--- config.mk ---
export PLATFORM = sky130hd
export DESIGN_NAME = xorframe_gen_flat
export DESIGN_NICKNAME = d
export VERILOG_FILES = /design/src/rtl/xorframe_pkg.sv /design/src/rtl/xorframe_if.sv /design/src/rtl/xorframe_lfsr.sv /design/src/rtl/xorframe_gen.sv /design/src/flat_wrapper.sv
export SDC_FILE = /design/constraint.sdc
export NUM_CORES = 1
export LEC_CHECK = 0
export CAP_MARGIN = 30
export CORE_AREA = 2 2 76 78
export DETAILED_ROUTE_END_ITERATION = 12
export DIE_AREA = 0 0 78 80
export PLACE_DENSITY_LB_ADDON = 0.05
export SLEW_MARGIN = 20
export SYNTH_ARGS = -nofsm -noshare
export SYNTH_HDL_FRONTEND = slang
export SYNTH_HIERARCHICAL = 1
export SYNTH_SLANG_ARGS = --single-unit
--- constraint.sdc ---
create_clock -name clk -period 3.2 [get_ports clk]
set_clock_uncertainty 0.2 [all_clocks]
set_input_delay 0.48 -clock clk [delete_from_list [all_inputs] [get_ports clk]]
set_output_delay 0.48 -clock clk [all_outputs]
set_load 0.01 [all_outputs]
--- src/rtl/xorframe_pkg.sv ---
`default_nettype none
// +----------------------------------------------------------------------+
// | xorframe_pkg                                                         |
// | Shared types, constants and the Galois LFSR step for xorframe_gen.   |
// | Revision: 1.0                                                        |
// +----------------------------------------------------------------------+
package xorframe_pkg;

  typedef enum logic [1:0] {
    IDLE = 2'd0,
    HDR  = 2'd1,
    PAY  = 2'd2,
    EXP  = 2'd3
  } state_e;

  localparam logic [7:0] LFSR_TAPS_DEFAULT = 8'hB8;
  localparam int         LFSR_MAXW         = 64;

  // Callers zero-extend into the wide form and truncate the result back to
  // their own width, which keeps the step modulo the caller's data width.
  function automatic logic [LFSR_MAXW-1:0] lfsr_step(
    input logic [LFSR_MAXW-1:0] x,
    input logic [LFSR_MAXW-1:0] taps
  );
    return (x >> 1) ^ (x[0] ? taps : '0);
  endfunction

endpackage
`default_nettype wire

--- src/rtl/xorframe_if.sv ---
`default_nettype none
// +----------------------------------------------------------------------+
// | xorframe_if                                                          |
// | Command, FIFO-push and expected-result ports of xorframe_gen. The     |
// | exp signals are only active when XORFRAME_EXP_EN is defined.          |
// | Revision: 1.0                                                        |
// +----------------------------------------------------------------------+
interface xorframe_if #(
  parameter int DWIDTH = 8
);
  logic              cmd_valid;
  logic              cmd_ready;
  logic [7:0]        cmd_len;
  logic [DWIDTH-1:0] cmd_seed;
  logic              ofifo_not_full;
  logic              ofifo_push;
  logic [DWIDTH-1:0] odata;
  logic              exp_valid;
  logic              exp_ready;
  logic [DWIDTH-1:0] exp_data;
  logic [15:0]       frame_cnt;
  logic              gen_idle;

  modport master (
    input  cmd_valid, cmd_len, cmd_seed, ofifo_not_full, exp_ready,
    output cmd_ready, ofifo_push, odata, exp_valid, exp_data, frame_cnt, gen_idle
  );

  modport slave (
    output cmd_valid, cmd_len, cmd_seed, ofifo_not_full, exp_ready,
    input  cmd_ready, ofifo_push, odata, exp_valid, exp_data, frame_cnt, gen_idle
  );
endinterface
`default_nettype wire

--- src/rtl/xorframe_lfsr.sv ---
`default_nettype none
// +----------------------------------------------------------------------+
// | xorframe_lfsr                                                        |
// | Loadable / advanceable Galois LFSR register; q_next is step(q).       |
// | Revision: 1.0                                                        |
// +----------------------------------------------------------------------+
module xorframe_lfsr
  import xorframe_pkg::*;
#(
  parameter int              DWIDTH = 8,
  parameter logic [DWIDTH-1:0] TAPS = DWIDTH'(LFSR_TAPS_DEFAULT)
) (
  input  logic              clk,
  input  logic              rst,
  input  logic              load,
  input  logic [DWIDTH-1:0] seed,
  input  logic              adv,
  output logic [DWIDTH-1:0] q,
  output logic [DWIDTH-1:0] q_next
);

  logic [DWIDTH-1:0] lfsr_q;
  logic [DWIDTH-1:0] lfsr_d;

  assign q_next = DWIDTH'(lfsr_step(LFSR_MAXW'(lfsr_q), LFSR_MAXW'(TAPS)));
  assign q      = lfsr_q;

  always_comb begin
    lfsr_d = lfsr_q;
    if (load) begin
      lfsr_d = seed;
    end else if (adv) begin
      lfsr_d = q_next;
    end
  end

  always_ff @(posedge clk) begin
    if (rst) begin
      lfsr_q <= DWIDTH'(1);
    end else begin
      lfsr_q <= lfsr_d;
    end
  end

endmodule
`default_nettype wire

--- src/rtl/xorframe_gen.sv ---
`default_nettype none
// +----------------------------------------------------------------------+
// | xorframe_gen                                                         |
// | Emits count-prefixed LFSR frames into the xorexec input FIFO and,     |
// | with XORFRAME_EXP_EN defined, offers each frame's payload XOR.        |
// | Revision: 1.0                                                        |
// +----------------------------------------------------------------------+
module xorframe_gen
  import xorframe_pkg::*;
#(
  parameter int                DWIDTH    = 8,   // 8..64
  parameter logic [DWIDTH-1:0] LFSR_TAPS = DWIDTH'(LFSR_TAPS_DEFAULT)
) (
  input  logic      clk,
  input  logic      rst,
  xorframe_if.master bus
);

  state_e            state_q, state_d;
  logic [7:0]        rem_q, rem_d;
  logic [DWIDTH-1:0] odata_q, odata_d;
  logic [15:0]       frame_cnt_q, frame_cnt_d;

  logic              have_byte;
  logic              push;
  logic              accept;
  logic              lfsr_adv;
  logic [DWIDTH-1:0] lfsr_seed;
  logic [DWIDTH-1:0] lfsr_q;
  logic [DWIDTH-1:0] lfsr_next;

  assign have_byte = (state_q == HDR) || (state_q == PAY);
  // Combinational so a full FIFO is never pushed and reset kills it at once.
  assign push      = have_byte && bus.ofifo_not_full && !rst;
  assign accept    = (state_q == IDLE) && bus.cmd_valid && (bus.cmd_len != 8'd0);
  assign lfsr_adv  = (state_q == PAY) && push;
  assign lfsr_seed = (bus.cmd_seed == '0) ? DWIDTH'(1) : bus.cmd_seed;

  xorframe_lfsr #(
    .DWIDTH (DWIDTH),
    .TAPS   (LFSR_TAPS)
  ) u_lfsr (
    .clk    (clk),
    .rst    (rst),
    .load   (accept),
    .seed   (lfsr_seed),
    .adv    (lfsr_adv),
    .q      (lfsr_q),
    .q_next (lfsr_next)
  );

  always_comb begin
    state_d     = state_q;
    rem_d       = rem_q;
    odata_d     = odata_q;
    frame_cnt_d = frame_cnt_q;
    case (state_q)
      IDLE: begin
        if (accept) begin
          rem_d   = bus.cmd_len;
          odata_d = DWIDTH'(bus.cmd_len);
          state_d = HDR;
        end
      end
      HDR: begin
        if (push) begin
          odata_d = lfsr_q;
          state_d = PAY;
        end
      end
      PAY: begin
        if (push) begin
          odata_d = lfsr_next;
          rem_d   = rem_q - 8'd1;
          if (rem_q == 8'd1) begin
            frame_cnt_d = frame_cnt_q + 16'd1;
`ifdef XORFRAME_EXP_EN
            state_d = EXP;
`else
            state_d = IDLE;
`endif
          end
        end
      end
      EXP: begin
        if (bus.exp_ready) begin
          state_d = IDLE;
        end
      end
      default: state_d = IDLE;
    endcase
  end

  always_ff @(posedge clk) begin
    if (rst) begin
      state_q     <= IDLE;
      rem_q       <= 8'd0;
      odata_q     <= '0;
      frame_cnt_q <= 16'd0;
    end else begin
      state_q     <= state_d;
      rem_q       <= rem_d;
      odata_q     <= odata_d;
      frame_cnt_q <= frame_cnt_d;
    end
  end

`ifdef XORFRAME_EXP_EN
  logic [DWIDTH-1:0] acc_q, acc_d;

  // odata_q holds the payload byte being pushed, so it folds in on the push.
  always_comb begin
    acc_d = acc_q;
    if (accept) begin
      acc_d = '0;
    end else if (lfsr_adv) begin
      acc_d = acc_q ^ odata_q;
    end
  end

  always_ff @(posedge clk) begin
    if (rst) begin
      acc_q <= '0;
    end else begin
      acc_q <= acc_d;
    end
  end

  assign bus.exp_valid = (state_q == EXP);
  assign bus.exp_data  = acc_q;
`else
  logic unused_exp_ready;
  assign unused_exp_ready = bus.exp_ready;
  assign bus.exp_valid    = 1'b0;
  assign bus.exp_data     = '0;
`endif

  assign bus.cmd_ready  = (state_q == IDLE);
  assign bus.gen_idle   = (state_q == IDLE);
  assign bus.ofifo_push = push;
  assign bus.odata      = odata_q;
  assign bus.frame_cnt  = frame_cnt_q;

endmodule
`default_nettype wire

--- src/flat_wrapper.sv ---
// flat-port wrapper written by rule: the top's interface ports become plain ports
module xorframe_gen_flat import xorframe_pkg::*;
#(
  parameter int                DWIDTH    = 8,           
  parameter logic [DWIDTH-1:0] LFSR_TAPS = DWIDTH'(LFSR_TAPS_DEFAULT)
)
  (clk, rst, bus_cmd_valid, bus_cmd_len, bus_cmd_seed, bus_ofifo_not_full, bus_exp_ready, bus_cmd_ready, bus_ofifo_push, bus_odata, bus_exp_valid, bus_exp_data, bus_frame_cnt, bus_gen_idle);
  xorframe_if #(.DWIDTH(DWIDTH)) bus_i ();
  input  logic clk;
  input  logic rst;
  input wire logic [$bits(bus_i.cmd_valid)-1:0] bus_cmd_valid;
  input wire logic [$bits(bus_i.cmd_len)-1:0] bus_cmd_len;
  input wire logic [$bits(bus_i.cmd_seed)-1:0] bus_cmd_seed;
  input wire logic [$bits(bus_i.ofifo_not_full)-1:0] bus_ofifo_not_full;
  input wire logic [$bits(bus_i.exp_ready)-1:0] bus_exp_ready;
  output wire logic [$bits(bus_i.cmd_ready)-1:0] bus_cmd_ready;
  output wire logic [$bits(bus_i.ofifo_push)-1:0] bus_ofifo_push;
  output wire logic [$bits(bus_i.odata)-1:0] bus_odata;
  output wire logic [$bits(bus_i.exp_valid)-1:0] bus_exp_valid;
  output wire logic [$bits(bus_i.exp_data)-1:0] bus_exp_data;
  output wire logic [$bits(bus_i.frame_cnt)-1:0] bus_frame_cnt;
  output wire logic [$bits(bus_i.gen_idle)-1:0] bus_gen_idle;
  assign bus_i.cmd_valid = bus_cmd_valid;
  assign bus_i.cmd_len = bus_cmd_len;
  assign bus_i.cmd_seed = bus_cmd_seed;
  assign bus_i.ofifo_not_full = bus_ofifo_not_full;
  assign bus_i.exp_ready = bus_exp_ready;
  assign bus_cmd_ready = bus_i.cmd_ready;
  assign bus_ofifo_push = bus_i.ofifo_push;
  assign bus_odata = bus_i.odata;
  assign bus_exp_valid = bus_i.exp_valid;
  assign bus_exp_data = bus_i.exp_data;
  assign bus_frame_cnt = bus_i.frame_cnt;
  assign bus_gen_idle = bus_i.gen_idle;
  xorframe_gen #(.DWIDTH(DWIDTH), .LFSR_TAPS(LFSR_TAPS)) u_core (.clk(clk), .rst(rst), .bus(bus_i));
endmodule
# Word-level counts from Yosys, hierarchy flattened
# Index checks and enable logic that the tools add are counted.
# op_classes
reduce_logical	17
bitwise	1
n_mux	16
eq_ne	9
add_sub_neg	2
# op_table
op	n
$mux W8	8
$pmux W8 S3	1
$add A16 B1 Y16 const B	1
$pmux W8 S2	1
$mux W2	5
$eq A8 B1 Y1 const B	1
$logic_not A8 Y1	1
$pmux W2 S4	1
$reduce_bool A8 Y1	1
$sub A8 B1 Y8 const B	1
$xor A7 B8 Y8	1
$ne A2 B1 Y1 const B	3
$reduce_and A3 Y1	2
$logic_and A1 B1 Y1	5
$reduce_and A5 Y1	1
$eq A2 B2 Y1 const B	2
$ne A2 B2 Y1 const B	2
$reduce_and A4 Y1	1
$reduce_bool A2 Y1	2
$reduce_bool A3 Y1	1
$eq A2 B1 Y1 const B	1
$logic_not A2 Y1	1
$logic_not A1 Y1	1
$logic_or A1 B1 Y1	1
# totals
inputBits	21
register_bits	42
out_inout_bits	36

# Depth between registers and ports, before layout
# Gate-level depths: netlist of the first run.
# depth
ltp_word	7
mapped_depth	9
depth_no_buf	6

# Cells and area by module
# The synthesis of the first run kept the hierarchy.
# by_module_without_submodules
module	cells_per_inst	area_each_um2	n_inst
xorframe_gen	280	2157.1	1
xorframe_lfsr	50	461.7	1

# Worst setup path after synthesis of the first run
# No wires, ideal clock.
# synth_path
path_type	register to register
from	register u_core.state_q[0]
to	register u_core.frame_cnt_q[14], in the netlist u_core/bus.frame_cnt[14]
period_less_slack_ns	2.809
slack_ns	0.391
n_path_buf	2
stages_incl_launch_ff	9
t_arrival_ns	2.488
required_ns	2.879
path_cell_list	dfxtp_1 -> inv_1 -> ha_1 -> clkbuf_1 -> nand3b_1 -> or4_4 -> buf_6 -> nor4_1 -> mux2_2
# synth_between
elab_chain_len	5
elab_cells_between_ends	6
classes_between	eq/ne: 2; reduce/logical: 4
# synth_rtl
item	line	text
from (decl)	xorframe_gen.sv:19	state_e state_q, state_d;
from (signal assigned)	xorframe_gen.sv:101	state_q <= state_d;
$eq A2 B1 Y1 or $eq A2 B2 Y1 (tied branches)	xorframe_gen.sv:32, xorframe_gen.sv:57	
$logic_or A1 B1 Y1	xorframe_gen.sv:32	assign have_byte = (state_q == HDR) || (state_q == PAY);
$logic_and A1 B1 Y1 (2 in series)	xorframe_gen.sv:34	assign push = have_byte && bus.ofifo_not_full && !rst;
$reduce_and A3 Y1 (no line) *	-	
to (signal assigned)	xorframe_gen.sv:104	frame_cnt_q <= frame_cnt_d;
to (decl)	xorframe_gen.sv:22	logic [15:0] frame_cnt_q, frame_cnt_d;
# Every way passes the cells marked *; elsewhere a longest branch is shown, timed or not.
# A chain may end at the register's enable or synchronous reset.

# Worst setup path after layout of the first run
# Same ends and word-level chain as after synthesis.

==> metrics, run 1 <==
status finished clean; number of inserted diodes 0; Crit Path Category flip-flop to flip-flop; part of the cycle the worst path needs 0.846; M1 GR Usage 0.313; Die X 78 microns; Startpoint Class flip-flop; postcts setup bufs 0; nets between 300 and 400; Worst Hold Path Cells 2; row count 27; CTS sink cnt 42; CP peak stage delay ~0.70 ns; Worst Path Buf+Inv 1; clk_lat worst skew 0.29 ns; Hold Path Sink u_core/bus.odata[4]$_SDFFE_PP0P_; grt total ovfl 0; Cell Pwr Density 679 nW/um^2; CTS HTree Levels 2; total die area roughly 6200 sq um; power share of the clock group 0.203; Hold Path Class flip-flop to flip-flop; sequential area share after synthesis 0.321; top post-synthesis cells by area dfxtp_1 (32%), a21oi_1 (7.6%), o31ai_1 (4.6%); via count 2541; Netlist cell types 48; CTS tree yes; CTS resizes 0; hold path startpoint u_core/bus.odata[4]$_SDFFE_PP0P_; Yosys Warn Count 6; met3 Use GR 0.0396; CTS root buffer clkbuf_8; DR iter-0 viols ~140; Placer Congestion 0.904; dpl hpwl roughly 4600 microns; Mapped Area 2620 sq um; Post-Route Setup TNS 0 ns; Port Buffers 47; Top Usage Layer GRT met2; CP required roughly 3.2 ns; Die Height 80 microns; crit path DAT roughly 2.7 ns; syn avg cell area about 7.9 sq um; post-route ant nets 0; ys async rst share 0; R2R depth 6; Slew @ Worst Pin 0.589 ns; clock-pin slew on the worst setup and hold paths 0.08 ns; Initial Utilization 0.484; share of layout cells above drive strength 1 0.0532; leakage 1.09 nW; FMAX 0.369 GHz; crit-path max FO 29; Final Util 0.581; core area 5410 sq um; Overall Power 0.00213 W; via/cell ratio 5.92; Cell Chain, Critical Path inv_1 -> ha_1 -> nand3b_1 -> or4_4 -> nor4_1 -> mux2_2; internal power 0.00131 W; setup violators final 0; reg2reg setup slack 0.49 ns; RR Endpoint u_core/bus.frame_cnt[14]$_SDFFE_PP0P_; Ports 57; TritonRoute pass-1 iters 5; RSZ-0062 raised after global routing false; highest-delay cell along the critical path or4_4; Placed Cells 422; Post-synth top cells dfxtp_1 (42), a21oi_1 (40), clkbuf_1 (22), nor2_1 (21); total wire length 6590 microns; initial antenna violation count 0; Seq pwr share 0.349; Syn-to-layout area delta 20.0%; reported max-cap violation count 0; worst flop-to-flop path startpoint u_core/state_q[0]$_SDFFE_PP0P_; Clock Tree Buf Depth 2; largest net degree at the start of global routing 47; Avg WL per Cell approximately 15 microns; Slew headroom 0.604; crit path time final 2.71 ns; combinational share of power 0.448; cts bufs inserted 5; CP top delay family simple AND/OR/NAND/NOR gates; Hold Fails Final Rpt 0; Psw 0.000820 W; non-filler cells, final around 430; cell taking the most area after synthesis dfxtp_1; met2 Resource Use GR 0.349; gr usage total 0.220; vias in the first global route 2265; VDD IR max 0.000498 V; Remaining DRCs 0; post-route setup slack 0.493 ns; Setup crit end kind flip-flop; EDFF count, synth 0; first-pass GRT wire length 11100 microns; Cells after Synth 330; Pins Over Slew Limit 0; area share of the largest cell type after synthesis 0.321; cell with the most instances after synthesis dfxtp_1; Synth Register Bits 42; switch share 0.384; dominant synthesized flop cell dfxtp_1; hold_buf cts 0; pre-CTS setup slack 0.246 ns
==> placed cells by master (no fill, tap or decap), types with 2 or more instances in the layout <==
master,synthesis,layout
dfxtp_1,42,42
mux2i_1,9,9
inv_1,16,16
nand4_1,2,2
o21ai_0,13,13
a21oi_1,40,40
xnor2_1,3,3
nand3_1,12,12
nand3b_1,2,2
o211ai_1,2,2
buf_4,15,7
nor3b_1,2,2
or4_1,11,11
and3_1,2,2
nor3_1,2,2
ha_1,9,9
nand2_1,16,16
o221ai_1,3,3
clkbuf_8,0,6
or2_2,2,2
or4_4,2,2
or4b_1,3,3
nor2_1,21,21
nor2b_1,9,9
clkinv_1,2,2
a22oi_1,8,8
clkdlybuf4s50_1,0,47
nor4_1,6,6
conb_1,1,9
or3_1,7,7
o311ai_0,5,5
a211o_1,2,2
o31ai_1,16,16
a211oi_1,5,5
==> worst max path at each step <==
stage                                                 end  slack (ns)                      startpoint  cells after the start
floorplan           u_core/bus.frame_cnt[14]$_SDFFE_PP0P_        0.39  u_core/state_q[0]$_SDFFE_PP0P_                      8
global placement          u_core/u_lfsr/q[4]$_SDFFE_PP0P_        0.32                  bus_cmd_len[6]                      6
detailed placement        u_core/u_lfsr/q[4]$_SDFFE_PP0P_        0.25                  bus_cmd_len[0]                      6
CTS                 u_core/bus.frame_cnt[14]$_SDFFE_PP0P_        0.48  u_core/state_q[0]$_SDFFE_PP0P_                      6
global route        u_core/bus.frame_cnt[14]$_SDFFE_PP0P_        0.35  u_core/state_q[0]$_SDFFE_PP0P_                      6
finish              u_core/bus.frame_cnt[14]$_SDFFE_PP0P_        0.49  u_core/state_q[0]$_SDFFE_PP0P_                      6
==> per-layer routing <==
layer  part of all wire  routed length [microns]
met1               0.47                     3120
met2               0.46                     3060
met3              0.053                      348
met4             0.0083                       55
met5                  0                        0
==> tightest hold or removal path, cell delays in order (launching register included) <==
cell and delay (ns):
dfxtp_1 0.31, o21ai_0 0.07, a21oi_1 0.07
==> power groups by stage <==
stage / Clock, W / Combinational (W) / Sequential [W]
floorplan: 0 / 0.000652 / 0.000740
global placement: 0 / 0.000936 / 0.000753
detailed placement: 0 / 0.000938 / 0.000752
CTS: 0.000444 / 0.000951 / 0.000744
global route: 0.000468 / 0.00106 / 0.000760
finish: 0.000433 / 0.000957 / 0.000745
==> cell families (layout without fill, tap and decap cells) <==
family / after synthesis / count (layout) / synth area share
AO/OA/AOI/OAI: 103 / 103 / 0.252
XOR/XNOR: 4 / 4 / 0.0134
adder cells (fa/ha/maj): 9 / 9 / 0.0430
buffers and inverters: 60 / 79 / 0.115
flip-flops: 42 / 42 / 0.321
multiplexers: 10 / 10 / 0.0387
other: 1 / 9 / 0.00143
AND/OR/NAND/NOR: 101 / 101 / 0.215
==> sequential cells by signal, summed over array words and instances, names as in the netlist <==
register              count
u_core/bus.frame_cnt     16
u_core/bus.odata          8
u_core/rem_q              8
u_core/state_q            2
u_core/u_lfsr/q           8
==> layout make-up <==
type / count / area (sq um)
clock buffer: 6 / 82.6
clock inverter: 1 / 30.0
fill: 515 / 2260
inverter: 18 / 67.6
multi-input combinational: 236 / 1510
sequential: 42 / 841
tap: 72 / 90.1
timing repair buffer: 54 / 523
==> through the flow <==
stage | instance area [sq um] | hold WS (ns)
floorplan | 2650 | 0.268
detailed placement | 3030 | 0.271
CTS | 3140 | 0.293
global route | 3140 | 0.318
global placement | 3030 | 0.272
finish | 3140 | 0.291
No activity file was read; power rests on OpenSTA's default activity.
==> inputs of run 2 (changes only) <==
--- a/config.mk
+++ b/config.mk
@@ -6,9 +6,9 @@
 export NUM_CORES = 1
 export LEC_CHECK = 0
 export CAP_MARGIN = 30
-export CORE_AREA = 2 2 76 78
+export CORE_AREA = 2 2 79 81
 export DETAILED_ROUTE_END_ITERATION = 12
-export DIE_AREA = 0 0 78 80
+export DIE_AREA = 0 0 81 83
 export PLACE_DENSITY_LB_ADDON = 0.05
 export SLEW_MARGIN = 20
 export SYNTH_ARGS = -nofsm -noshare
==> constraint.sdc (replaced) <==
create_clock -name clk -period 2.31 [get_ports clk]
set_clock_uncertainty 0.2 [all_clocks]
set_input_delay 0.3465 -clock clk [delete_from_list [all_inputs] [get_ports clk]]
set_output_delay 0.3465 -clock clk [all_outputs]
set_load 0.01 [all_outputs]
==> metrics, run 2 (synthesized netlist as in run 1, its figures left out) <==
share of layout cells above drive strength 1 0.193 (+0.140); part of the cycle the worst path needs 1.04 (+0.197); clock-pin slew on the worst setup and hold paths 0.09 ns (about the same); Remaining DRCs 0 (unchanged); row count 28 (+3.7%); Pins Over Slew Limit 0 (unchanged); Die X 81 microns (+3.8%); Cell Chain, Critical Path or4_4 -> or4_4 -> buf_6 -> or3_1 -> a21oi_2; Hold Fails Final Rpt 0 (unchanged); VDD IR max 0.000618 V (+24%); Syn-to-layout area delta 37.5%; number of inserted diodes 0 (unchanged); CP most frequent cell or4_4; Placed Cells 456 (+8.1%); initial antenna violation count 0 (unchanged); total die area 6720 sq um (+7.7%); R2R depth 5 (-1); crit path DAT 2.44 ns (-0.25 ns); RR Endpoint u_core/bus.frame_cnt[11]$_SDFFE_PP0P_; Cell Pwr Density 931 nW/um^2 (+37%); Clock Tree Buf Depth 2 (unchanged); largest net degree at the start of global routing 47 (unchanged); fin area 3600 sq um (+15%); Placer Congestion 0.844 (-6.6%); DR iter-0 viols 154 (+6.9%); TritonRoute pass-1 iters 4 (-1); max FFs per register 16 (unchanged); hold path startpoint u_core/bus.odata[7]$_SDFFE_PP0P_; Setup crit end kind flip-flop; Top Usage Layer GRT met1; met3 Use GR 0.0435 (+0.00389); non-filler cells, final 468 (+9.1%); first-pass GRT wire length 11200 microns (+0.68%); leakage 1.31 nW (+20%); grt total ovfl 0 (unchanged); status complete, but fails checks; pre-CTS setup slack -0.337 ns (-0.583 ns); cts bufs inserted 5 (unchanged); setup violators final 11 (+11); CTS root buffer clkbuf_8; Avg WL per Cell 15.1 microns (-2.0%); post-route setup slack -0.100 ns (-0.593 ns); met2 Resource Use GR 0.303 (-0.0464); Initial Utilization 0.450 (-0.0342); nets 422 (+9.0%); Ports 57 (unchanged); Crit Path Category flip-flop to flip-flop; CP top delay family simple AND/OR/NAND/NOR gates; via count 2611 (+2.8%); most frequent cells in the layout clkdlybuf4s50_1 (46), dfxtp_1 (40), buf_4 (36), a21oi_1 (36), nor2_1 (20); CTS sink cnt 42 (unchanged); CTS tree yes; highest-delay cell along the critical path or4_4; total wire length 7050 microns (+6.9%); core area 5820 sq um (+7.6%); FMAX 0.415 GHz (+12%); CTS HTree Levels 2 (unchanged); hold_buf cts 0 (unchanged); WHS 0.278 ns (-0.0124 ns); dpl hpwl 4940 microns (+7.3%); Post-Route Setup TNS -0.562 ns (-0.562 ns); worst flop-to-flop path startpoint u_core/rem_q[4]$_SDFFE_PP0P_; Worst Hold Path Cells 2 (unchanged); clk_lat worst skew 0.29 ns (about the same); CP peak stage delay 0.61 ns (-0.09 ns); via/cell ratio 5.58 (-5.8%); Worst Path Buf+Inv 1 (unchanged); Startpoint Class flip-flop; M1 GR Usage 0.305 (-0.00758); reported max-cap violation count 0 (unchanged); RSZ-0062 raised after global routing true; commonest non-fill, non-tap cell in the layout clkdlybuf4s50_1; Port Buffers 47 (unchanged); Die Height 83 microns (+3.8%); Hold Path Sink u_core/bus.odata[7]$_SDFFE_PP0P_; Placement Cell Area 3300 sq um (+8.9%); crit-path max FO 5 (-83%); Hold Path Class flip-flop to flip-flop; gr usage total 0.207 (-0.0133); post-route ant nets 0 (unchanged); vias in the first global route 2359 (+4.2%); failing checks negative setup slack; reg2reg setup slack -0.10 ns (-0.59 ns); crit path time final 2.41 ns (-0.297 ns); CP required 2.34 ns (-0.85 ns)
==> run 2: report_power, final <==
| part | internal [W] | leakage [nW] | switching, W |
|---|---|---|---|
| Sequential | 0.000882 | 0.344 | 0.000125 |
| Combinational | 0.000790 | 0.894 | 0.000854 |
| Clock | 0.000433 | 0.0683 | 0.000266 |
==> run 2: cell type report <==
type	instances	area [sq um]
clock buffer	5	68.8
clock inverter	3	68.8
multi-input combinational	238	1660
tap	75	93.8
timing repair buffer	87	793
fill	545	2220
sequential	42	843
inverter	18	67.6
==> run 2: per-layer routing <==
metal	wire, microns	vias to the layer above
met5	0	-
met4	101	0
met3	324	9
met2	3220	61
met1	3400	1219
li1	-	1322
==> run 2: worst max-delay path by stage <==
stage,to,from,depth (start not counted),slack (ns)
floorplan,u_core/bus.frame_cnt[14]$_SDFFE_PP0P_,u_core/state_q[0]$_SDFFE_PP0P_,8,-0.16
global placement,u_core/bus.frame_cnt[14]$_SDFFE_PP0P_,rst,5,-0.20
detailed placement,u_core/u_lfsr/q[3]$_SDFFE_PP0P_,bus_cmd_len[5],6,-0.34
CTS,u_core/bus.frame_cnt[14]$_SDFFE_PP0P_,u_core/rem_q[2]$_SDFFE_PP0P_,4,-0.12
global route,u_core/bus.frame_cnt[3]$_SDFFE_PP0P_,u_core/rem_q[4]$_SDFFE_PP0P_,5,-0.18
finish,u_core/bus.frame_cnt[11]$_SDFFE_PP0P_,u_core/rem_q[4]$_SDFFE_PP0P_,5,-0.10
==> run 2: through the flow <==
stage	total power, W	utilization
6_report	0.00335	0.619
5_1_grt	0.00359	0.619
4_1_cts	0.00329	0.596
3_5_place_dp	0.00255	0.567
3_3_place_gp	0.00254	0.567
2_1_floorplan	0.00198	-
==> run 2: repair_timing <==
action,in CTS,in global routing
setup endpoints to repair,12,21
gates cloned,0,2
gates resized for setup,6,25
setup buffers,1,1
pin swaps,2,12
==> run 2: tightest hold or removal path, delay by kind of cell (launching register included) <==
kind               cells  cell delay [ns]
DFF                    1             0.31
AOI/OAI and AO/OA      2             0.12
==> inputs of run 3 (changes only) <==
--- a/config.mk
+++ b/config.mk
@@ -10,8 +10,10 @@
 export DETAILED_ROUTE_END_ITERATION = 12
 export DIE_AREA = 0 0 81 83
 export PLACE_DENSITY_LB_ADDON = 0.05
+export SKIP_LAST_GASP = 1
 export SLEW_MARGIN = 20
 export SYNTH_ARGS = -nofsm -noshare
 export SYNTH_HDL_FRONTEND = slang
 export SYNTH_HIERARCHICAL = 1
 export SYNTH_SLANG_ARGS = --single-unit
+export TNS_END_PERCENT = 5
==> metrics, run 3 (synthesized netlist as in run 1, its figures left out) <==
status complete, but fails checks; failing checks negative setup slack; Placer Congestion 0.851 (+0.81%); part of the cycle the worst path needs 1.06 (+0.0184); via count 2616 (+0.19%); gr usage total 0.202 (-0.00497); Pins Over Slew Limit 0 (unchanged); Ports 57 (unchanged); pre-CTS setup slack -0.262 ns (+0.0749 ns); CTS root buffer clkbuf_8; Clock Tree Buf Depth 2 (unchanged); initial antenna violation count 0 (unchanged); crit path DAT 2.50 ns (+0.06 ns); Die Height 83 microns (unchanged); share of layout cells above drive strength 1 0.155 (-0.0382); fin area 3430 sq um (-4.6%); reg2reg setup slack -0.14 ns (-0.04 ns); VDD IR max 0.000617 V (-0.11%); internal power 0.00187 W (-11%); TritonRoute pass-1 iters 4 (unchanged); cts bufs inserted 5 (unchanged); clock-pin slew on the worst setup and hold paths 0.10 ns (about the same); CTS tree yes; Setup crit end kind flip-flop; setup violators final 19 (+8); Syn-to-layout area delta 31.1%; CTS sink cnt 42 (unchanged); Initial Utilization 0.450 (unchanged); Placed Cells 454 (-0.44%); Port Buffers 47 (unchanged); Remaining DRCs 0 (unchanged); total die area 6720 sq um (unchanged); Hold Fails Final Rpt 0 (unchanged); CP required 2.35 ns (about the same); commonest non-fill, non-tap cell in the layout clkdlybuf4s50_1; via/cell ratio 5.59 (+0.19%); combinational share of power 0.511 (+0.020); reported max-cap violation count 0 (unchanged); core area 5820 sq um (unchanged); row count 28 (unchanged); first-pass GRT wire length 10900 microns (-2.6%); dpl hpwl 4880 microns (-1.1%); RSZ-0062 raised after global routing true; leakage 1.25 nW (-4.6%); most frequent cells in the layout clkdlybuf4s50_1 (47), a21oi_1 (40), dfxtp_1 (40); DR iter-0 viols 181 (+18%); Psw 0.00122 W (-1.6%); crit-path max FO 6 (+1); WHS 0.282 ns (+0.00401 ns); Overall Power 0.00310 W (-7.6%); CTS HTree Levels 2 (unchanged); CP peak stage delay 0.51 ns (-0.10 ns); post-route setup slack -0.143 ns (-0.0426 ns); crit path time final 2.45 ns (+0.0426 ns); Placement Cell Area 3280 sq um (-0.45%); Die X 81 microns (unchanged); Fillers 570 (+4.6%); grt total ovfl 0 (unchanged); highest-delay cell along the critical path or4_1; Cell Pwr Density 902 nW/um^2 (-3.1%); worst flop-to-flop path startpoint u_core/state_q[1]$_SDFFE_PP0P_; R2R depth 7 (+2); clk_lat worst skew 0.31 ns (+0.02 ns); post-route ant nets 0 (unchanged); vias in the first global route 2271 (-3.7%); Cell Chain, Critical Path inv_2 -> ha_4 -> nand3b_1 -> buf_4 -> or4_4 -> or4_1 -> a21oi_1; Avg WL per Cell 14.8 microns (-1.4%); Worst Hold Path Cells 2 (unchanged); max FFs per register 16 (unchanged); nets 422 (unchanged); Hold Path Class flip-flop to flip-flop; non-filler cells, final 468 (unchanged); number of inserted diodes 0 (unchanged); hold_buf cts 0 (unchanged); hold path startpoint u_core/state_q[1]$_SDFFE_PP0P_; switch share 0.396 (+0.0240); Startpoint Class flip-flop; Hold Path Sink u_core/state_q[1]$_SDFFE_PP0P_; RR Endpoint u_core/bus.frame_cnt[13]$_SDFFE_PP0P_; power share of the clock group 0.165 (-0.044); FMAX 0.408 GHz (-1.7%); total wire length 6950 microns (-1.4%); Seq pwr share 0.323 (+0.022); Crit Path Category flip-flop to flip-flop; largest net degree at the start of global routing 47 (unchanged)
[run 3: worst max path at each step]
stage                              startpoint                                    end  slack, ns  cells past startpoint
3_5_place_dp                              rst  u_core/bus.frame_cnt[14]$_SDFFE_PP0P_      -0.26                      5
5_1_grt        u_core/state_q[1]$_SDFFE_PP0P_   u_core/bus.frame_cnt[6]$_SDFFE_PP0P_      -0.23                      7
2_1_floorplan  u_core/state_q[0]$_SDFFE_PP0P_  u_core/bus.frame_cnt[14]$_SDFFE_PP0P_      -0.16                      8
6_report       u_core/state_q[1]$_SDFFE_PP0P_  u_core/bus.frame_cnt[13]$_SDFFE_PP0P_      -0.14                      7
3_3_place_gp                              rst  u_core/bus.frame_cnt[14]$_SDFFE_PP0P_      -0.23                      5
4_1_cts          u_core/rem_q[2]$_SDFFE_PP0P_  u_core/bus.frame_cnt[14]$_SDFFE_PP0P_      -0.14                      4
[run 3: layout make-up]
type / count / area [sq um] / share of cell area
Clock buffer: 5 / 68.8 / 0.0200
Clock inverter: 3 / 23.8 / 0.00692
Inverter: 18 / 67.6 / 0.0197
Multi-Input combinational cell: 238 / 1550 / 0.451
Sequential cell: 42 / 843 / 0.246
Tap cell: 75 / 93.8 / 0.0273
Timing Repair Buffer: 87 / 787 / 0.229
[run 3: power by group through the flow]
stage | Sequential, W | Clock, W | Combinational, W
CTS | 0.000995 | 0.000527 | 0.00154
detailed placement | 0.00101 | 0 | 0.00153
finish | 0.00100 | 0.000512 | 0.00158
floorplan | 0.00103 | 0 | 0.000946
global route | 0.00102 | 0.000554 | 0.00175
global placement | 0.00101 | 0 | 0.00152
[run 3: through the flow]
| stage | util | setup TNS [ns] |
|---|---|---|
| 2_1_floorplan | - | -1.53 |
| 3_3_place_gp | 0.565 | -3.26 |
| 3_5_place_dp | 0.565 | -3.95 |
| 4_1_cts | 0.583 | -1.73 |
| 5_1_grt | 0.590 | -3.81 |
| 6_report | 0.590 | -1.73 |
[run 3: routing by layer]
| metal | GRT usage | part of all wire |
|---|---|---|
| met5 | 0 | 0 |
| met4 | 0.0462 | 0.0039 |
| met3 | 0.0391 | 0.045 |
| met1 | 0.300 | 0.50 |
| met2 | 0.301 | 0.45 |
[run 3: timing repair]
item | in CTS | in global routing
gates cloned | 0 | 2
setup buffers | 1 | 3
pin swaps | 1 | 2
resized for setup | 1 | 4
endpoints found under the setup margin | 12 | 26
[run 3: worst max-delay path, delay by kind of cell (launching register included)]
family                   cells  cell delay, ns
flip-flops                   1            0.36
buffers and inverters        2            0.25
adder cells (fa/ha/maj)      1            0.27
AND/OR/NAND/NOR              3            1.16
AO/OA/AOI/OAI                1            0.15
==> RTL change, RTL diff (settings of run 2) <==
`odata_q` no longer has a reset.
--- a/src/rtl/xorframe_gen.sv
+++ b/src/rtl/xorframe_gen.sv
@@ -96,12 +96,14 @@
       state_q     <= IDLE;
       rem_q       <= 8'd0;
-      odata_q     <= '0;
       frame_cnt_q <= 16'd0;
     end else begin
       state_q     <= state_d;
       rem_q       <= rem_d;
-      odata_q     <= odata_d;
       frame_cnt_q <= frame_cnt_d;
     end
+  end
+
+  always_ff @(posedge clk) begin
+    odata_q <= odata_d;
   end
 
Behaviour: not the same (a bounded check fails within 4 cycles, from zero or initial values and one cycle with rst high).
==> RTL change against run 2 <==
- sequential cell count is the same
- design area decreased by 6.0%
- wire length down 13%
- worst setup slack improved by 170 ps
- fmax up 7.4%
- non-clock buffer count fell by 9
- synthesized area is 0.43% lower
- total power down 14%
- count of clock-buffer cells in the layout increased by 3
- sequential power up 4%
- critical endpoint is now u_core/bus.frame_cnt[15]$_SDFFE_PP0P_
- largest cell class unchanged
==> RTL change: results (changes against run 2) <==
status:
  status: "finished clean"  # was complete, but fails checks
setup_path:
  worstPathArrival_ps: 2230  # was 2440 ps
  worstReg2RegEnd: "u_core/bus.frame_cnt[15]$_SDFFE_PP0P_"  # was u_core/bus.frame_cnt[11]$_SDFFE_PP0P_
  critical-path-slowest-cell: "mux2_1"  # was or4_4
  ff2ff_setup_slack_ps: 70  # was -100 ps
  rr_worst_depth: 8  # was 5
  cp_slowest_stage_delay_ps: 340  # was 610 ps
  r2r_start: "u_core/state_q[0]$_SDFFE_PP0P_"  # was u_core/rem_q[4]$_SDFFE_PP0P_
min_path:
  min_to: "u_core/bus.frame_cnt[6]$_SDFFE_PP0P_"  # was u_core/bus.odata[7]$_SDFFE_PP0P_
  hold_start: "u_core/bus.frame_cnt[6]$_SDFFE_PP0P_"  # was u_core/bus.odata[7]$_SDFFE_PP0P_
cells_and_area:
  drive_gt1_share_pct: 15.6  # was 19.3%
  nMultiInputCombCells: 208  # was 238
  n_all_buffers: 78  # was 87
  fillerInstances: 563  # was 545
  layout.nonclk_buf_share_pct: 21.1  # was 22.0%
  fin_nets: 381  # was 422
power_and_ir_drop:
  peakVddDrop_mv: 0.450  # was 0.618 mV
  cellLeakagePower_uw: 0.00129  # was 0.00131 µW
  pwr-share-clk_pct: 19.6  # was 20.9%
  p_per_area_mw_per_mm2: 847  # was 931 mW/mm²
  combPwrFrac_pct: 43.7  # was 49.1%
routing:
  wl_met3_um: 227  # was 324 µm
  routed_wl_um: 6120  # was 7050 µm
  first_iter_violations: 86  # was 154
  vias_per_cell: 5.40  # was 5.58
  wl_met2_um: 2930  # was 3220 µm
  wl_met1_um: 2890  # was 3400 µm
synthesis:
  synth_edf_count: 8  # was 0
  yosys-top-cells-count: "dfxtp_1, nor2_1, a21oi_1"  # was dfxtp_1, a21oi_1, clkbuf_1
  synth_top_area_share_pct: 26.1  # was 32.1%
  synth.distinct_cells: 49  # was 48
  synth_seq_area_share_pct: 35.3  # was 32.1%
grt:
  grt_util_met2_pct: 29.9  # was 30.3%
  use_met1_pct: 24.9  # was 30.5%
placement:
  place_congestion: 0.815  # was 0.844
  pre_cts_slack_ps: -248  # was -337 ps
  dp.final_hpwl_um: 4530  # was 4940 µm
  dpl.cell_count: 418  # was 456
timing:
  report.final.setup_viol: 0  # was 11
  whs_ps: 327  # was 278 ps
-- RTL change: cell types whose count changed after synthesis, sizes merged, moves of 5 or more --
cell,change
or3,-5
o31ai,-8
nand3,-5
or4,-10
clkbuf,-6
dfxtp,-8
nor2b,+5
edfxtp,+8
a21oi,-18
o21ai,-7
mux2,+8
nor2,+7
-- RTL change: kinds of logic after synthesis --
family	after synthesis	share of synthesized area [%]
adder cells (fa/ha/maj)	9	4.32
other	1	0.144
buffers and inverters	56	11.4
flip-flops	42	35.3
AO/OA/AOI/OAI	72	19.0
multiplexers	18	7.34
AND/OR/NAND/NOR	96	21.1
XOR/XNOR	4	1.34
-- RTL change: repair_timing --
item                       4_1_cts  5_1_grt
gates resized for setup          2        7
buffers inserted                 1        0
setup endpoints to repair        1       21
pin swaps                        1        0
-- RTL change: per-stage QoR --
step,setup TNS (ps),area (µm²)
2_1_floorplan,0,2660
4_1_cts,0,3340
5_1_grt,-21.0,3380
3_3_place_gp,-3330,3220
6_report,0,3380
3_5_place_dp,-3170,3220
